### src/rtl/id_operand_fetch.sv
// Decode-stage operand fetch: drives the register-file read ports from the
// incoming instruction, selects operands with EX/MEM forwarding, detects
// load-use hazards and registers the result into the ID/EX pipeline stage.
module id_operand_fetch #(
  parameter int DATA_W = 32,
  parameter int ADDR_W = 5
) (
  input  logic              clk,
  input  logic              rst,
  input  logic              in_valid,
  output logic              in_ready,
  input  logic [DATA_W-1:0] in_pc,
  input  logic [DATA_W-1:0] in_inst,
  output logic              re1,
  output logic [ADDR_W-1:0] raddr1,
  input  logic [DATA_W-1:0] rdata1,
  output logic              re2,
  output logic [ADDR_W-1:0] raddr2,
  input  logic [DATA_W-1:0] rdata2,
  input  logic              ex_we,
  input  logic [ADDR_W-1:0] ex_waddr,
  input  logic [DATA_W-1:0] ex_wdata,
  input  logic              ex_is_load,
  input  logic              mem_we,
  input  logic [ADDR_W-1:0] mem_waddr,
  input  logic [DATA_W-1:0] mem_wdata,
  input  logic              flush,
  output logic              out_valid,
  input  logic              out_ready,
  output logic [DATA_W-1:0] out_pc,
  output logic [DATA_W-1:0] out_inst,
  output logic [DATA_W-1:0] out_reg1,
  output logic [DATA_W-1:0] out_reg2,
  output logic [DATA_W-1:0] out_imm,
  output logic              out_wreg,
  output logic [ADDR_W-1:0] out_waddr,
  output logic              out_illegal,
  output logic              stallreq
);

  localparam logic [5:0] OP_RTYPE = 6'b000000;
  localparam logic [5:0] OP_BEQ   = 6'b000100;
  localparam logic [5:0] OP_BNE   = 6'b000101;
  localparam logic [5:0] OP_ANDI  = 6'b001100;
  localparam logic [5:0] OP_ORI   = 6'b001101;
  localparam logic [5:0] OP_XORI  = 6'b001110;
  localparam logic [5:0] OP_LUI   = 6'b001111;
  localparam logic [5:0] OP_LB    = 6'b100000;
  localparam logic [5:0] OP_LH    = 6'b100001;
  localparam logic [5:0] OP_LW    = 6'b100011;
  localparam logic [5:0] OP_LBU   = 6'b100100;
  localparam logic [5:0] OP_LHU   = 6'b100101;
  localparam logic [5:0] OP_SB    = 6'b101000;
  localparam logic [5:0] OP_SH    = 6'b101001;
  localparam logic [5:0] OP_SW    = 6'b101011;
  localparam logic [5:0] FN_JR    = 6'b001000;

  // Instruction fields
  logic [5:0]        op;
  logic [5:0]        funct;
  logic [ADDR_W-1:0] rs;
  logic [ADDR_W-1:0] rt;
  logic [ADDR_W-1:0] rd;
  logic [15:0]       imm16;

  assign op     = in_inst[31:26];
  assign funct  = in_inst[5:0];
  assign rs     = in_inst[21 +: ADDR_W];
  assign rt     = in_inst[16 +: ADDR_W];
  assign rd     = in_inst[11 +: ADDR_W];
  assign imm16  = in_inst[15:0];

  // Decoded class information
  logic              dec_re1;
  logic              dec_re2;
  logic              dec_wr;
  logic [ADDR_W-1:0] dec_dst;
  logic              dec_ill;
  logic [DATA_W-1:0] dec_imm;
  logic              dec_wreg;

  // Opcode class decode: read-port usage, destination and legality.
  always_comb begin
    dec_re1 = 1'b0;
    dec_re2 = 1'b0;
    dec_wr  = 1'b0;
    dec_dst = '0;
    dec_ill = 1'b0;
    case (op) inside
      OP_RTYPE: begin
        dec_re1 = 1'b1;
        dec_re2 = 1'b1;
        dec_dst = rd;
        dec_wr  = (funct != FN_JR);
      end
      [6'b001000:6'b001110]: begin
        dec_re1 = 1'b1;
        dec_dst = rt;
        dec_wr  = 1'b1;
      end
      OP_LUI: begin
        dec_dst = rt;
        dec_wr  = 1'b1;
      end
      OP_LB, OP_LH, OP_LW, OP_LBU, OP_LHU: begin
        dec_re1 = 1'b1;
        dec_dst = rt;
        dec_wr  = 1'b1;
      end
      OP_SB, OP_SH, OP_SW, OP_BEQ, OP_BNE: begin
        dec_re1 = 1'b1;
        dec_re2 = 1'b1;
      end
      default: begin
        dec_ill = 1'b1;
      end
    endcase
  end

  // Immediate extension: logical ops zero-extend, LUI shifts into the top half.
  always_comb begin
    dec_imm = {{(DATA_W-16){imm16[15]}}, imm16};
    if (op == OP_ANDI || op == OP_ORI || op == OP_XORI) begin
      dec_imm = {{(DATA_W-16){1'b0}}, imm16};
    end else if (op == OP_LUI) begin
      dec_imm = {imm16, {(DATA_W-16){1'b0}}};
    end
  end

  // A write to $0 is architecturally discarded, so never advertise it.
  assign dec_wreg = dec_wr && (dec_dst != '0);

  // Read-port drive; addresses are always the rs/rt fields.
  assign re1    = in_valid && dec_re1;
  assign re2    = in_valid && dec_re2;
  assign raddr1 = rs;
  assign raddr2 = rt;

  logic [DATA_W-1:0] opnd1;
  logic [DATA_W-1:0] opnd2;

  // Operand 1 selection; EX forwarding has priority over MEM.
  always_comb begin
    opnd1 = rdata1;
    if (!re1) begin
      opnd1 = '0;
    end else if (raddr1 == '0) begin
      opnd1 = '0;
    end else if (ex_we && ex_waddr == raddr1) begin
      opnd1 = ex_wdata;
    end else if (mem_we && mem_waddr == raddr1) begin
      opnd1 = mem_wdata;
    end
  end

  // Operand 2 selection; an unused port 2 carries the immediate instead.
  always_comb begin
    opnd2 = rdata2;
    if (!re2) begin
      opnd2 = dec_imm;
    end else if (raddr2 == '0) begin
      opnd2 = '0;
    end else if (ex_we && ex_waddr == raddr2) begin
      opnd2 = ex_wdata;
    end else if (mem_we && mem_waddr == raddr2) begin
      opnd2 = mem_wdata;
    end
  end

  // Load-use hazard: EX load data is not yet available for forwarding.
  logic hazard;
  assign hazard = in_valid && ex_is_load && ex_we && (ex_waddr != '0) &&
                  ((re1 && raddr1 == ex_waddr) || (re2 && raddr2 == ex_waddr));
  assign stallreq = hazard;

  // ID/EX register state
  logic              valid_q,   valid_d;
  logic [DATA_W-1:0] pc_q,      pc_d;
  logic [DATA_W-1:0] inst_q,    inst_d;
  logic [DATA_W-1:0] reg1_q,    reg1_d;
  logic [DATA_W-1:0] reg2_q,    reg2_d;
  logic [DATA_W-1:0] imm_q,     imm_d;
  logic              wreg_q,    wreg_d;
  logic [ADDR_W-1:0] waddr_q,   waddr_d;
  logic              illegal_q, illegal_d;

  assign in_ready = !hazard && (!valid_q || out_ready);

  // Next-state of the ID/EX register: flush, then backpressure hold, then
  // bubble on hazard, otherwise advance.
  always_comb begin
    valid_d   = valid_q;
    pc_d      = pc_q;
    inst_d    = inst_q;
    reg1_d    = reg1_q;
    reg2_d    = reg2_q;
    imm_d     = imm_q;
    wreg_d    = wreg_q;
    waddr_d   = waddr_q;
    illegal_d = illegal_q;
    if (flush) begin
      valid_d = 1'b0;
    end else if (valid_q && !out_ready) begin
      valid_d = valid_q;
    end else if (hazard) begin
      valid_d = 1'b0;
    end else begin
      valid_d = in_valid;
      if (in_valid) begin
        pc_d      = in_pc;
        inst_d    = in_inst;
        reg1_d    = opnd1;
        reg2_d    = opnd2;
        imm_d     = dec_imm;
        wreg_d    = dec_wreg;
        waddr_d   = dec_dst;
        illegal_d = dec_ill;
      end
    end
  end

  // ID/EX register with asynchronous clear.
  always_ff @(posedge clk or posedge rst) begin
    if (rst) begin
      valid_q   <= 1'b0;
      pc_q      <= '0;
      inst_q    <= '0;
      reg1_q    <= '0;
      reg2_q    <= '0;
      imm_q     <= '0;
      wreg_q    <= 1'b0;
      waddr_q   <= '0;
      illegal_q <= 1'b0;
    end else begin
      valid_q   <= valid_d;
      pc_q      <= pc_d;
      inst_q    <= inst_d;
      reg1_q    <= reg1_d;
      reg2_q    <= reg2_d;
      imm_q     <= imm_d;
      wreg_q    <= wreg_d;
      waddr_q   <= waddr_d;
      illegal_q <= illegal_d;
    end
  end

  assign out_valid   = valid_q;
  assign out_pc      = pc_q;
  assign out_inst    = inst_q;
  assign out_reg1    = reg1_q;
  assign out_reg2    = reg2_q;
  assign out_imm     = imm_q;
  assign out_wreg    = wreg_q;
  assign out_waddr   = waddr_q;
  assign out_illegal = illegal_q;

endmodule

### config.mk
export PLATFORM = sky130hd
export DESIGN_NAME = id_operand_fetch
export DESIGN_NICKNAME = d
export VERILOG_FILES = /design/src/rtl/id_operand_fetch.sv
export SDC_FILE = /design/constraint.sdc
export NUM_CORES = 1
export LEC_CHECK = 0
export CAP_MARGIN = 10
export CORE_MARGIN = 4
export CORE_UTILIZATION = 29
export DETAILED_ROUTE_END_ITERATION = 10
export GPL_TIMING_DRIVEN = 0
export HOLD_SLACK_MARGIN = 0.02
export PLACE_DENSITY = 0.64
export SYNTH_ARGS = -nofsm -noshare
export SYNTH_HDL_FRONTEND = slang
export SYNTH_SLANG_ARGS = --single-unit
### constraint.sdc
create_clock -name clk -period 7.35 [get_ports clk]
set_clock_uncertainty 0.2 [all_clocks]
set_input_delay 1.47 -clock clk [delete_from_list [all_inputs] [get_ports clk]]
set_output_delay 1.47 -clock clk [all_outputs]
set_load 0.01 [all_outputs]
==> metrics.yaml, run 1 <==
grt_pass1_vias: 9071
final_cells: 1681
rsz0062_at_grt: "no"
synth_edf_count: 0
power_leakage_nw: 6.10
place_inst: 1647
arrival_ps: 3980
htree_levels: 4
syn_nets: 1032
drtPass1Iterations: 5
netlist_top_cells_area: "dfrtp_1 45%, mux2_4 14%, mux2i_1 7.6%"
cts_resized: 0
drive_above_1_share: 0.159
yosysWarningCount: 0
cap_violations: 0
drv_slew: 0
ant_nets: 0
max_freq_mhz: 177
hp-class: "reg2reg"
clock-sinks: 168
switching_power_uw: 895
yosysTopAreaCell: "dfrtp_1"
p_int_mw: 2.22
cts_hold_buf: 0
pwr-share-comb: 0.311
drc: 0
dieArea_um2: 35500
final_net_count: 1442
synth_most_common_cell: "dfrtp_1"
vias: 8502
synth_ff_type: "dfrtp_1"
cts_root_buffer: "clkbuf_16"
slew_headroom: 0.371
timing.rr.start: "out_valid$_DFFE_PP0P_"
synthTopCellsByCount: "168 x dfrtp_1, 90 x mux2_4, 72 x mux2i_1"
power_frac_seq: 0.370
port_buffers: 389
fillers: 2956
post_cts_buffers: 0
totalWireLength_um: 40900
cts_max_path_buffers: 2
yosys.cell_types.count: 45
crit_path_max_fanout: 9
area_delta_synth_final_pct: 54.2
final-hold-violation-count: 0
setup_viol: 0
cts-buffers-inserted: 17
antenna_found_initial: 0
ys_seq_elements: 168
wl_per_cell_um: 24.3
setup_tns_ps: 0
power.density_nw_per_um2: 214
sw_frac_of_total: 0.287
clk-insertion-delay-late_ps: 440
row_count: 65
synth.avg_cell_area_um2: 11.5
crit_path_end: "in_ready"
routabilityCongestion: 0.873
p_clk_frac: 0.319
startpoint: "in_inst[26]"
required_ps: 5680
clk_pin_slew_ps: 70
critical_path_class: "in2out"
core_area_um2: 31800
start_util: 0.297
cp-end-kind: "primary output"
outcome: "finished, final reports clean"
dpl.hpwl_um: 32300
fin_crit_sh: 0.769
min_period_ps: 5650
yosysTopAreaCellShare: 0.446
dieWidth_um: 188
syn_inst: 822
avgViaCountPerCell: 5.06
grt-ovfl-total: 0
cts_tree: "yes"
reg2reg_depth: 7
ff2ff_setup_slack_ps: 5210
peakVddDrop_uv: 151
grt_usage: 0.226
r2r-end: "out_reg1[7]$_DFFE_PP0P_"
drtIter0Drc: 616
ys_async_sr_fraction: 1.00
worst_pin_slew_ps: 937
syn_area_um2: 9430
pin_count: 392
die_h_um: 188
grt_start_max_net_pins: 117
startpoint_type: "input port"
grt_pass1_wl_um: 60300
ys_seq_area_frac: 0.446
==> worst min path at each step <==
| stage | startpoint | to | slack, ps | cells after the start |
|---|---|---|---|---|
| final | out_inst[7]$_DFFE_PP0P_ | out_inst[7]$_DFFE_PP0P_ | 310 | 1 |
| after global routing | out_reg1[14]$_DFFE_PP0P_ | out_reg1[14]$_DFFE_PP0P_ | 320 | 1 |
| after CTS | out_pc[9]$_DFFE_PP0P_ | out_pc[9]$_DFFE_PP0P_ | 310 | 1 |
| after detailed placement | out_pc[10]$_DFFE_PP0P_ | out_pc[10]$_DFFE_PP0P_ | 290 | 1 |
| after global placement | out_reg1[18]$_DFFE_PP0P_ | out_reg1[18]$_DFFE_PP0P_ | 290 | 1 |
| after floorplan | out_imm[0]$_DFFE_PP0P_ | out_imm[0]$_DFFE_PP0P_ | 350 | 2 |
==> metrics by stage <==
step	area, µm²	utilization	total power, mW	setup slack [ps]	hold slack (ps)
after global placement	13900	0.436	2.13	-1690	289
after global routing	14500	0.457	3.24	1470	324
after CTS	14500	0.457	3.15	1710	309
after floorplan	9430	-	1.56	1130	347
final	14500	0.457	3.12	1700	306
after detailed placement	13900	0.437	2.14	1710	292
==> kinds of logic after synthesis <==
logic type,count (synthesis),share of synthesized area
AOI/OAI and AO/OA,193,0.147
DFF,168,0.446
buffers and inverters,116,0.0617
xor gates and xnor gates,20,0.0186
muxes,199,0.264
and+or+nand+nor,126,0.0634
==> cells in the final DEF, fill, tap and decap left out, drive strengths merged, types with 2 or more instances in the layout <==
cell type      synthesis  layout
dfrtp                168     168
o21a                  32      32
a22oi                 25      25
a211oi                33      33
nand2b                 5       5
a21o                  15      15
xor2                  14      14
clkdlybuf4s50          0     389
nand3                 36      36
clkinv                 0       4
or4                    3       3
o21ai                 34      34
a32oi                  2       2
nor3                   6       6
buf                   36      37
inv                   42      45
o211ai                32      32
nor2                  42      42
nand2                 20      20
bufinv                 0       4
mux2i                 72      72
nor2b                  5       5
a22o                  12      12
mux2                 127     127
clkbuf                38      60
nor4                   2       2
o31ai                  2       2
xnor2                  6       6
==> sequential cells by signal (all words and copies together), names as in the netlist <==
register / cells
out_illegal: 1
out_imm: 32
out_inst: 32
out_pc: 32
out_reg1: 32
out_reg2: 32
out_valid: 1
out_waddr: 5
out_wreg: 1
==> layout make-up <==
type	instances	area, µm²	share of cell area
Multi-Input combinational cell	538	4640	0.319
Sequential cell	168	4200	0.289
Timing Repair Buffer	391	3930	0.270
Tap cell	435	544	0.0374
Clock buffer	21	460	0.0317
Buffer	74	424	0.0292
Clock inverter	11	166	0.0114
Inverter	42	165	0.0114
Antenna cell	1	2.50	0.000172
==> power by group through the flow <==
| stage | registers [mW] | logic, mW | clock network [mW] |
|---|---|---|---|
| finish | 1.15 | 0.969 | 0.996 |
| global route | 1.17 | 1.02 | 1.05 |
| CTS | 1.15 | 0.976 | 1.02 |
| detailed placement | 1.17 | 0.972 | 0 |
| global placement | 1.16 | 0.963 | 0 |
| floorplan | 1.23 | 0.328 | 0 |
==> per-layer routing <==
layer,global-route usage,vias to the layer above,part of all wire
met5,0,-,0
met4,0.0681,0,0.024
met3,0.0717,52,0.086
met2,0.373,415,0.48
met1,0.284,4249,0.41
li1,-,3786,-
==> critical path, cell delays in order <==
cell and delay [ps]:
clkdlybuf4s50_1 530, nand2b_1 230, a32oi_1 300, or2_1 150, buf_4 180, inv_2 60, a32oi_1 250, nor2_1 120
nor2b_1 130, clkdlybuf4s50_1 550
No activity file was read; power rests on OpenSTA's default activity.
==> run 2, diff against run 1 <==
--- a/config.mk
+++ b/config.mk
@@ -11,7 +11,7 @@
 export DETAILED_ROUTE_END_ITERATION = 10
 export GPL_TIMING_DRIVEN = 0
 export HOLD_SLACK_MARGIN = 0.02
-export PLACE_DENSITY = 0.64
+export PLACE_DENSITY = 0.66
 export SYNTH_ARGS = -nofsm -noshare
 export SYNTH_HDL_FRONTEND = slang
 export SYNTH_SLANG_ARGS = --single-unit
==> constraint.sdc (replaced) <==
create_clock -name clk -period 4.7 [get_ports clk]
set_clock_uncertainty 0.2 [all_clocks]
set_input_delay 0.94 -clock clk [delete_from_list [all_inputs] [get_ports clk]]
set_output_delay 0.94 -clock clk [all_outputs]
set_load 0.01 [all_outputs]
==> metrics.yaml, run 2 (synthesis results as in run 1) <==
outcome: "finished, final reports clean"
rsz0062_at_grt: "no"
p_clk_frac: 0.317
use_met1: 0.286
power_frac_seq: 0.372
final_net_count: 1445
drc: 0
htree_levels: 4
vias: 8437
area_delta_synth_final_pct: 54.7
clk_pin_slew_ps: 70
startpoint_type: "input port"
switching_power_mw: 1.48
ff2ff_setup_slack_ps: 2550
dpl.hpwl_um: 32200
final_cell_area_um2: 14600
final-hold-violation-count: 0
setup_ws_ps: 105
hp-class: "reg2reg"
grt-ovfl-total: 0
dieWidth_um: 188
sw_frac_of_total: 0.304
cts_max_path_buffers: 2
port_buffers: 389
drtIter0Drc: 506
startpoint: "in_inst[28]"
drv_slew: 0
final_common_cell: "clkdlybuf4s50_1"
slew_headroom: 0.326
worst_pin_slew_ps: 1000
antenna_cells: 0
cap_violations: 0
drive_above_1_share: 0.163
timing.rr.start: "out_valid$_DFFE_PP0P_"
start_util: 0.297
crit_path_max_fanout: 9
totalWireLength_um: 41200
grt_pass1_wl_um: 60000
peakVddDrop_uv: 238
pin_count: 392
cts_root_buffer: "clkbuf_16"
fin_crit_sh: 0.978
clk-insertion-delay-late_ps: 450
r2r-end: "out_reg1[5]$_DFFE_PP0P_"
cts_tree: "yes"
busiest_layer: "met2"
arrival_ps: 3460
grt_usage: 0.227
min_period_ps: 4600
post-place-ws_ps: 58.0
grt_start_max_net_pins: 42
max_freq_mhz: 218
slowest_stage: "clkdlybuf4s50_1"
cp.depth: 10
power_leakage_nw: 6.13
setup_viol: 0
path_delay_family: "buffers and inverters"
routabilityCongestion: 0.899
use_met3: 0.0791
critical_path_class: "in2out"
antenna_found_initial: 2
dieArea_um2: 35500
power.density_nw_per_um2: 332
crit_path_end: "in_ready"
path_cells: "clkdlybuf4s50_1, nand2b_1, a32oi_2, or2_1, buf_4, inv_2, a32oi_1, nor2_1, nor2b_1, clkdlybuf4s50_1"
cts-buffers-inserted: 17
post_cts_buffers: 0
ant_nets: 0
p_int_mw: 3.38
final_cell_mix: "387 x clkdlybuf4s50_1, 168 x dfrtp_1, 90 x mux2_4"
reg2reg_depth: 7
clock-sinks: 168
wl_per_cell_um: 24.5
row_count: 65
die_h_um: 188
grt_pass1_vias: 9016
core_area_um2: 31800
pwr-share-comb: 0.311
detailed_place.area_um2: 14000
cp-end-kind: "primary output"
fillers: 2943
cp_common_cell: "clkdlybuf4s50_1"
avgViaCountPerCell: 5.01
met2_usage: 0.369
crit_buf_inv: 4
hold_start: "out_inst[12]$_DFFE_PP0P_"
drtPass1Iterations: 6
required_ps: 3560
slowest_delay_ps: 550
==> run 2: power by group through the flow <==
stage          clock (mW)  sequential, mW  combinational (mW)
2_1_floorplan           0            1.93               0.513
3_3_place_gp            0            1.82                1.50
3_5_place_dp            0            1.83                1.52
4_1_cts              1.57            1.80                1.52
5_1_grt              1.63            1.83                1.60
6_report             1.54            1.80                1.51
==> run 2: metal layers <==
| metal | up-vias | part of all wire |
|---|---|---|
| li1 | 3797 | - |
| met1 | 4154 | 0.42 |
| met2 | 415 | 0.46 |
| met3 | 67 | 0.093 |
| met4 | 4 | 0.027 |
| met5 | - | 0.00066 |
==> run 2: layout make-up <==
cell class,instances,area [µm²],area share
plain buffers,74,424,0.0291
clock buffers,17,425,0.0292
clock inverters,15,198,0.0135
inverters,42,161,0.0111
multi-input cells,538,4650,0.319
flip-flops and latches,168,4200,0.288
well taps,435,544,0.0373
repair buffers,394,3980,0.273
==> run 2: worst min path at each step <==
stage | to | slack (ps) | cells after the start
floorplan | out_imm[0]$_DFFE_PP0P_ | 350 | 2
global placement | out_reg1[14]$_DFFE_PP0P_ | 290 | 1
detailed placement | out_pc[22]$_DFFE_PP0P_ | 290 | 1
CTS | out_inst[4]$_DFFE_PP0P_ | 310 | 1
global route | out_inst[7]$_DFFE_PP0P_ | 320 | 1
finish | out_inst[12]$_DFFE_PP0P_ | 310 | 1
==> run 2: worst register-to-register path: cells and delay by family, from the launching register on <==
kind            cells  cell delay, ps
buf+inv             3             700
flops               1             380
mux                 1             330
compound gates      1             220
simple gates        2             200
==> run 2: repair_timing <==
item	in CTS	in global routing
setup endpoints to repair	0	1
gates resized for setup	0	3
endpoints found under the hold margin	0	0
hold buffers	0	0
==> run 2: stage by stage <==
stage	TNS [ps]	utilization	total power [mW]	hold slack [ps]	std cells
after detailed placement	0	0.439	3.34	291	1651
final	0	0.459	4.85	307	1683
after floorplan	0	-	2.44	347	822
after CTS	0	0.459	4.90	312	1683
after global placement	-38740	0.436	3.32	289	1646
after global routing	0	0.459	5.07	318	1683
==> run 3, diff against run 2 <==
--- a/config.mk
+++ b/config.mk
@@ -6,7 +6,6 @@
 export NUM_CORES = 1
 export LEC_CHECK = 0
 export CAP_MARGIN = 10
-export CORE_MARGIN = 4
 export CORE_UTILIZATION = 29
 export DETAILED_ROUTE_END_ITERATION = 10
 export GPL_TIMING_DRIVEN = 0
==> metrics.yaml, run 3 (synthesis results as in run 1) <==
htree_levels: 4
grt_pass1_wl_um: 59100
clock-sinks: 168
max_freq_mhz: 218
crit_buf_inv: 4
worst_pin_slew_ps: 995
cts_hold_buf: 0
cts_tree: "yes"
final_cell_mix: "387 x clkdlybuf4s50_1, 168 x dfrtp_1, 90 x mux2_4"
power.density_nw_per_um2: 331
row_count: 65
totalWireLength_um: 40500
final_common_cell: "clkdlybuf4s50_1"
dieArea_um2: 33200
pin_count: 392
grt_start_max_net_pins: 40
avgViaCountPerCell: 5.05
drtPass1Iterations: 5
core_area_um2: 31800
routabilityCongestion: 0.880
startpoint_type: "input port"
regArea_um2: 4200
grt-ovfl-total: 0
drc: 0
final_net_count: 1444
area_delta_synth_final_pct: 54.7
startpoint: "in_inst[29]"
die_h_um: 182
slowest_stage: "clkdlybuf4s50_1"
dpl.hpwl_um: 31300
dieWidth_um: 182
post_cts_buffers: 0
antenna_found_initial: 2
cap_violations: 0
grt_pass1_vias: 8984
outcome: "finished, final reports clean"
setup_tns_ps: 0
fillers: 3002
critical_path_class: "in2out"
final-hold-violation-count: 0
drv_slew: 0
ant_nets: 0
path_cells: "clkdlybuf4s50_1, nor2b_1, a32oi_2, or2_1, buf_4, inv_2, a32oi_2, nor2_1, nor2b_1, clkdlybuf4s50_1"
clk-insertion-delay-late_ps: 450
port_buffers: 389
wl_per_cell_um: 24.0
cts_root_buffer: "clkbuf_16"
drive_above_1_share: 0.164
ff2ff_setup_slack_ps: 2610
vias: 8500
clk_pin_slew_ps: 70
cts_max_path_buffers: 2
path_delay_family: "buffers and inverters"
cts_resized: 0
cp-end-kind: "primary output"
setup_viol: 0
slew_headroom: 0.332
peakVddDrop_uv: 256
crit_path_max_fanout: 9
start_util: 0.297
timing.rr.start: "out_valid$_DFFE_PP0P_"
drtIter0Drc: 487
grt_usage: 0.245
min_period_ps: 4590
slowest_delay_ps: 560
multiInputGateArea_um2: 4670
fin_crit_sh: 0.976
hold_start: "out_inst[10]$_DFFE_PP0P_"
hp-class: "reg2reg"
arrival_ps: 3450
cts-buffers-inserted: 17
fin_util: 0.459
required_ps: 3560
power_leakage_nw: 6.12
## run 3: final cells by class
| type | count | share of cell area |
|---|---|---|
| diodes | 2 | 0.000343 |
| plain buffers | 74 | 0.0291 |
| clock buffers | 17 | 0.0292 |
| clock inverters | 15 | 0.0123 |
| inverters | 42 | 0.0111 |
| multi-input cells | 538 | 0.320 |
| flip-flops and latches | 168 | 0.288 |
| well taps | 435 | 0.0373 |
| repair buffers | 393 | 0.273 |
## run 3: routing by layer
layer  share of wire  vias to the layer above  GRT usage
met3           0.079                       56     0.0667
met5         0.00042                        -          0
li1                -                     3788          -
met4           0.027                        2     0.0861
met1            0.42                     4243      0.304
met2            0.48                      411      0.409
## run 3: metrics by stage
| stage | std cells | hold WS [ps] | instance area, µm² | setup WS [ps] | power, mW |
|---|---|---|---|---|---|
| finish | 1684 | 308 | 14600 | 111 | 4.83 |
| detailed placement | 1650 | 293 | 14000 | 37.8 | 3.34 |
| global placement | 1646 | 289 | 13900 | -267 | 3.31 |
| CTS | 1682 | 311 | 14600 | 28.1 | 4.89 |
| global route | 1683 | 322 | 14600 | -5.99 | 5.04 |
| floorplan | 822 | 347 | 9430 | 1280 | 2.44 |
## run 3: where the power goes
part	internal, mW	switching, mW	leakage (nW)	total [mW]
clock network	0.808	0.717	0.289	1.52
logic	0.883	0.620	3.78	1.50
registers	1.67	0.133	2.05	1.81
total	3.36	1.47	6.12	4.83
## run 3: final timing paths
path | end | cells past startpoint
worst max-delay path | in_ready | 10
worst min-delay path | out_inst[10]$_DFFE_PP0P_ | 1
worst max register to register | out_reg1[10]$_DFFE_PP0P_ | 7
worst min register to register | out_inst[10]$_DFFE_PP0P_ | 1
max in group asynchronous | out_pc[29]$_DFFE_PP0P_ | 4
min in group asynchronous | out_pc[3]$_DFFE_PP0P_ | 2
